$ cat src/rtl/alu_div_pkg.sv
// Shared definitions for the sequential ALU divider: FSM encodings and counter sizing.
package alu_div_pkg;

  typedef enum logic [2:0] {
    StIdle   = 3'd0,
    StLoad   = 3'd1,
    StDivide = 3'd2,
    StSign   = 3'd3,
    StDone   = 3'd4
  } state_e;

  // Width of the iteration counter, which counts down from WIDTH-1 to 0.
  function automatic int unsigned step_cnt_w(input int unsigned width);
    return $clog2(width);
  endfunction

endpackage

$ cat src/rtl/div_restore_step.sv
// One restoring-division step: shift in the next dividend bit, trial-subtract, select.
module div_restore_step #(
  parameter int unsigned WIDTH = 16
) (
  input  logic [WIDTH:0]   i_rem,
  input  logic [WIDTH-1:0] i_qm,
  input  logic [WIDTH-1:0] i_dm,
  output logic [WIDTH:0]   o_rem,
  output logic [WIDTH-1:0] o_qm
);

  logic [WIDTH:0] w_shift;
  logic [WIDTH:0] w_trial;

  // Keep the trial difference when it is non-negative, otherwise restore.
  always_comb begin
    w_shift = {i_rem[WIDTH-1:0], i_qm[WIDTH-1]};
    w_trial = w_shift - {1'b0, i_dm};
    if (!w_trial[WIDTH]) begin
      o_rem = w_trial;
      o_qm  = {i_qm[WIDTH-2:0], 1'b1};
    end else begin
      o_rem = w_shift;
      o_qm  = {i_qm[WIDTH-2:0], 1'b0};
    end
  end

endmodule

$ cat src/rtl/seq_signed_divider.sv
// Multi-cycle signed divider: restoring division on magnitudes, sign fix at the end.
module seq_signed_divider
  import alu_div_pkg::*;
#(
  parameter int unsigned WIDTH = 16
) (
  input  logic             clk,
  input  logic             reset,
  input  logic             i_start,
  input  logic [WIDTH-1:0] i_dividend,
  input  logic [WIDTH-1:0] i_divisor,
  output logic             o_busy,
  output logic             o_done,
  output logic [WIDTH-1:0] o_quotient,
  output logic [WIDTH-1:0] o_remainder,
  output logic             o_div_by_zero,
  output logic             o_overflow
);

  localparam int unsigned CntW = step_cnt_w(WIDTH);
  localparam logic [WIDTH-1:0] MinVal = {1'b1, {(WIDTH-1){1'b0}}};

  state_e r_state;
  state_e w_state_nxt;

  logic [WIDTH-1:0] r_dvd, r_dvs, r_qm, r_dm;
  logic [WIDTH:0]   r_rem;
  logic [CntW-1:0]  r_cnt;
  logic             r_sign_q, r_sign_r, r_dz;
  logic [WIDTH-1:0] r_quot, r_remd;
  logic             r_dbz, r_ovf;

  logic             w_accept;
  logic [WIDTH-1:0] w_dvd_mag, w_dvs_mag, w_q_fix, w_r_fix;
  logic [WIDTH:0]   w_step_rem;
  logic [WIDTH-1:0] w_step_qm;

  assign w_accept = i_start && ((r_state == StIdle) || (r_state == StDone));

  // Magnitudes and final sign fix; |MIN| wraps to 2^(WIDTH-1), which is correct unsigned.
  assign w_dvd_mag = r_dvd[WIDTH-1] ? (~r_dvd + WIDTH'(1)) : r_dvd;
  assign w_dvs_mag = r_dvs[WIDTH-1] ? (~r_dvs + WIDTH'(1)) : r_dvs;
  assign w_q_fix   = r_sign_q ? (~r_qm + WIDTH'(1)) : r_qm;
  assign w_r_fix   = r_sign_r ? (~r_rem[WIDTH-1:0] + WIDTH'(1)) : r_rem[WIDTH-1:0];

  div_restore_step #(
    .WIDTH(WIDTH)
  ) u_step (
    .i_rem(r_rem),
    .i_qm (r_qm),
    .i_dm (r_dm),
    .o_rem(w_step_rem),
    .o_qm (w_step_qm)
  );

  // State register.
  always_ff @(posedge clk or posedge reset) begin
    if (reset) begin
      r_state <= StIdle;
    end else begin
      r_state <= w_state_nxt;
    end
  end

  // Next-state logic.
  always_comb begin
    w_state_nxt = r_state;
    unique case (r_state)
      StIdle:   if (i_start) w_state_nxt = StLoad;
      StLoad:   w_state_nxt = (r_dvs == '0) ? StSign : StDivide;
      StDivide: if (r_cnt == '0) w_state_nxt = StSign;
      StSign:   w_state_nxt = StDone;
      StDone:   w_state_nxt = i_start ? StLoad : StIdle;
      default:  w_state_nxt = StIdle;
    endcase
  end

  // Operand capture, iteration datapath and result registers.
  always_ff @(posedge clk or posedge reset) begin
    if (reset) begin
      r_dvd    <= '0;
      r_dvs    <= '0;
      r_sign_q <= 1'b0;
      r_sign_r <= 1'b0;
      r_qm     <= '0;
      r_dm     <= '0;
      r_rem    <= '0;
      r_cnt    <= '0;
      r_dz     <= 1'b0;
      r_quot   <= '0;
      r_remd   <= '0;
      r_dbz    <= 1'b0;
      r_ovf    <= 1'b0;
    end else begin
      if (w_accept) begin
        r_dvd    <= i_dividend;
        r_dvs    <= i_divisor;
        r_sign_q <= i_dividend[WIDTH-1] ^ i_divisor[WIDTH-1];
        r_sign_r <= i_dividend[WIDTH-1];
      end
      case (r_state)
        StLoad: begin
          r_qm  <= w_dvd_mag;
          r_dm  <= w_dvs_mag;
          r_rem <= '0;
          r_cnt <= CntW'(WIDTH - 1);
          r_dz  <= (r_dvs == '0);
        end
        StDivide: begin
          r_rem <= w_step_rem;
          r_qm  <= w_step_qm;
          r_cnt <= r_cnt - CntW'(1);
        end
        StSign: begin
          if (r_dz) begin
            r_quot <= '1;
            r_remd <= r_dvd;
            r_dbz  <= 1'b1;
            r_ovf  <= 1'b0;
          end else begin
            r_quot <= w_q_fix;
            r_remd <= w_r_fix;
            r_dbz  <= 1'b0;
            r_ovf  <= (r_dvd == MinVal) && (r_dvs == '1);
          end
        end
        default: ;
      endcase
    end
  end

  assign o_busy        = (r_state == StLoad) || (r_state == StDivide) || (r_state == StSign);
  assign o_done        = (r_state == StDone);
  assign o_quotient    = r_quot;
  assign o_remainder   = r_remd;
  assign o_div_by_zero = r_dbz;
  assign o_overflow    = r_ovf;

endmodule

$ cat config.mk
export PLATFORM = sky130hd
export DESIGN_NAME = seq_signed_divider
export DESIGN_NICKNAME = d
export VERILOG_FILES = /design/src/rtl/alu_div_pkg.sv /design/src/rtl/div_restore_step.sv /design/src/rtl/seq_signed_divider.sv
export SDC_FILE = /design/constraint.sdc
export NUM_CORES = 1
export LEC_CHECK = 0
export ABC_AREA = 1
export CORE_MARGIN = 2
export CORE_UTILIZATION = 60
export DETAILED_ROUTE_END_ITERATION = 12
export GPL_TIMING_DRIVEN = 0
export HOLD_SLACK_MARGIN = 0.02
export PLACE_DENSITY = 0.93
export SLEW_MARGIN = 10
export SYNTH_ARGS = -nofsm -noshare
export SYNTH_HDL_FRONTEND = slang
export SYNTH_SLANG_ARGS = --single-unit
export TNS_END_PERCENT = 1
$ cat constraint.sdc
create_clock -name clk -period 6.1 [get_ports clk]
set_input_delay 1.22 -clock clk [delete_from_list [all_inputs] [get_ports clk]]
set_output_delay 1.22 -clock clk [all_outputs]
set_load 0.005 [all_outputs]
==> summary.md <==
| Metric | Value |
|---|---|
| Status | completed |
| Leakage | approximately 0.0044 uW |
| Yosys warns | 0 |
| First-pass GRT wire length | 35.7 mm |
| PostCTS Resize Cnt | 0 |
| Root buf cell | clkbuf_16 |
| GPL Wtd Cong | a little under 1 |
| Syn Area/Cell | about 7.3 um2 |
| Placement Setup Slack | about 3100 ps |
| Total GRT Usage | between 30% and 40% |
| Die ar. | 13,400 um2 |
| Largest net degree at the start of global routing | 86 |
| Seq/Total Area, Yosys | 40.9% |
| Peak fanout along the critical path | 4 |
| Area leader, netlist | dfrtp_1 |
| H-Tree Depth | 4 |
| Worst setup EP type | output port |
| 1st-pass router iterations | 6 |
| Routed via count | 7,632 |
| Clock Latency Late Sink | around 440 ps |
| Top FF cell, synth | dfrtp_1 |
| Critical path cell sequence | nor2_1 -> inv_1 -> nor2_1 -> clkdlybuf4s50_1 |
| # IOs | a little over 70 |
| Fillers | between 800 and 900 |
| Min-delay worst type | register to register |
| Core area | around 12,000 um2 |
| Maximum clock rate | 0.343 GHz |
| Final Hold Fails | 0 |
| Syn Inst Count | around 1k |
| Initial Util | between 60 and 70% |
| Max_cap viols | 0 |
| Multi-input logic area | 3760 um2 |
| Peak supply drop | between 0.3 and 0.4 mV |
| Register bit count reported by yosys | between 100 and 150 |
| Final worst slack | roughly 3200 ps |
| Synth top area share | 40.9% |
| Global-route congestion overflow total | 0 |
| Port Buffers | 70 |
| P&R area growth vs syn | 20.1% |
| WL final | between 20 and 25 mm |
| DR iter-0 viols | around 1.2k |
| Netlist Area Pre-Place | ~7500 um2 |
| Longest Clk Path Bufs | 2 |
| Worst path max stage delay | between 500 and 600 ps |
| DR WL/cell | roughly 17 um |
| Library cells used by synthesis | 42 |
| Crit path launch type | register |
| Diode count | 0 |
| Pwr dens | between 600 and 700 nW/um2 |
| Slew of the pin with the lowest slew margin | ~710 ps |
| Initial antenna violation count | 1 |
| Final ANT Viol Nets | 0 |
| Syn_nets | 1,086 |
| Die height | around 120 um |
| Async SR Flop Fraction | 100% |
| DR DRC count | 0 |
| CTS tree | yes |
| Fin util | 74.5% |
| Number of synthesized flops with an enable pin | 0 |
| Post-Layout Cell Count | about 1.3k |
| FF/Latch Area | 3080 um2 |
| Setup Total Neg Slack | 0 ps |
| Nets | around 1.2k |
| Post-DP HPWL | 15.9 mm |
| Synth area leaders | dfrtp_1, nand2_1, inv_1, nand3_1, o21ai_0 |
| Final Skew | roughly 12 ps |
| TritonCTS Buffers | 17 |
| Share of cells above drive strength 1 | approximately 5.7% |
| Vias in the first global route | 7,365 |
| Via density | roughly 5.9 |
| Post-CTS setup buffers | 0 |
| Clock Sinks | 123 |
| Final min period | 2920 ps |
| Final period utilization | around 48% |
| Arr. time, crit path | ~1700 ps |
| Dpl cells | around 1.3k |
| CP dominant cell by count | nor2_1 |
| Slowest-stage cell, CP | clkdlybuf4s50_1 |
| Clk slew on worst S/H paths | around 50 ps |
| Hold buffer count at CTS | 0 |
| # rows | 40 |
| CP Class | register to output port |
| Final Setup Violations | 0 |
| Die Width | approximately 120 um |
| Max Transition Viols Final | 0 |
| Worst path required time | around 5000 ps |
| Max_slew headroom | a little over half |
| RSZ-0062 raised after global routing | no |
flip-flops by register name (all words and copies together) (netlist names):
| signal | flops |
|---|---|
| r_state | 3 |
| r_sign_q | 1 |
| r_qm | 16 |
| o_remainder | 16 |
| r_rem | 16 |
| r_dm | 16 |
| r_cnt | 4 |
| r_dz | 1 |
| o_overflow | 1 |
| o_div_by_zero | 1 |
| o_quotient | 16 |
| r_dvs | 16 |
| r_dvd | 16 |
metrics by stage:
step / instance area (um2) / total power [uW] / hold slack (ps)
2_1_floorplan: 7520 / 3630 / 453
3_5_place_dp: 8460 / 4590 / 466
5_1_grt: 9030 / 6140 / 502
3_3_place_gp: 8430 / 4450 / 463
4_1_cts: 9030 / 5620 / 481
6_report: 9030 / 5720 / 472
report_power, final:
group | total, uW | internal [uW] | switching (uW)
clock | 976 | 609 | 366
sequential | 1520 | 1190 | 331
combinational | 3230 | 1160 | 2070
area by class of cell:
cell class / instances / area share (%)
clock buffers: 25 / 5.60
plain buffers: 31 / 1.46
well taps: 168 / 2.33
flip-flops and latches: 123 / 34.1
multi-input cells: 727 / 41.6
repair buffers: 71 / 8.07
clock inverters: 6 / 0.679
inverters: 147 / 6.17
worst max-delay path: cells and delay by family, from the launching register on:
family	cells	cell delay [ps]
buffers and inverters	2	600
DFF	1	410
and+or+nand+nor	2	260
path summary, 6_finish.rpt:
check                                            start                     endpoint  slack, ps  depth (start not counted)
max in group asynchronous                        reset         r_dvs[5]$_DFFE_PP0P_       4200                          3
max reg2reg                       r_qm[15]$_DFFE_PP0P_        r_rem[15]$_DFFE_PP0P_       3580                         15
min reg2reg                o_remainder[15]$_DFFE_PP0P_  o_remainder[15]$_DFFE_PP0P_        470                          2
min in group asynchronous                        reset    o_quotient[3]$_DFFE_PP0P_       1160                          2
min                        o_remainder[15]$_DFFE_PP0P_  o_remainder[15]$_DFFE_PP0P_        470                          2
max                             r_state[0]$_DFFE_PP0P_                       o_done       3180                          4
placed cells by master, fill, tap and decap left out, drive strengths merged:
master | Yosys | routed
a22oi | 11 | 11
clkinv | 0 | 4
nor4 | 5 | 5
xnor2 | 4 | 4
nor2 | 81 | 81
clkinvlp | 0 | 1
clkbuf | 17 | 42
o221ai | 12 | 12
xor2 | 19 | 19
dfrtp | 123 | 123
nand2 | 305 | 305
or2 | 2 | 2
o211ai | 6 | 6
o21ai | 76 | 76
and3 | 1 | 1
o32ai | 2 | 2
o21a | 2 | 2
nand3b | 7 | 7
ha | 22 | 22
o22ai | 9 | 9
clkdlybuf4s50 | 0 | 70
fa | 1 | 1
nand3 | 94 | 94
a21oi | 21 | 21
nor3 | 13 | 13
and2 | 2 | 2
buf | 14 | 15
nand4 | 9 | 9
o31ai | 7 | 7
inv | 147 | 147
a31oi | 11 | 11
bufinv | 0 | 1
o21bai | 5 | 5
layer usage:
layer	vias to the layer above	share of wire [%]	wire (um)	GRT usage, %
met4	0	3.8	839	15.9
met1	3480	38	8460	43.7
met2	537	46	10200	55.8
met3	87	12	2550	9.62
met5	-	0	0	0
li1	3528	-	-	-
cells in the mapped netlist, types with 2 or more instances:
| master | number |
|---|---|
| nand4_1 | 9 |
| nand2_2 | 3 |
| nand2_4 | 4 |
| o31ai_1 | 7 |
| o32ai_1 | 2 |
| o21bai_1 | 5 |
| nor2_2 | 2 |
| nor3_2 | 2 |
| xor2_1 | 19 |
| o22ai_1 | 9 |
| o21a_1 | 2 |
| nor4_1 | 5 |
| o21ai_0 | 72 |
| and2_1 | 2 |
| o211ai_1 | 6 |
| dfrtp_1 | 123 |
| xnor2_1 | 4 |
| a22oi_1 | 11 |
| buf_2 | 12 |
| o21ai_1 | 3 |
| nand3_1 | 92 |
| inv_2 | 2 |
| nor2_1 | 78 |
| a21oi_1 | 20 |
| nand3b_1 | 7 |
| nor3_1 | 11 |
| clkbuf_1 | 17 |
| buf_1 | 2 |
| ha_1 | 22 |
| nand3_4 | 2 |
| nand2_1 | 296 |
| o221ai_1 | 12 |
| inv_1 | 145 |
| nand2_8 | 2 |
| a31oi_1 | 11 |
cell families after synthesis:
family / after synthesis / synth area share [%]
fa+ha+maj: 23 / 3.93
buf+inv: 178 / 9.09
compound gates: 162 / 13.0
flops: 123 / 40.9
xor+xnor: 23 / 2.68
simple gates: 519 / 30.3
(Power assumes the default switching activity.)
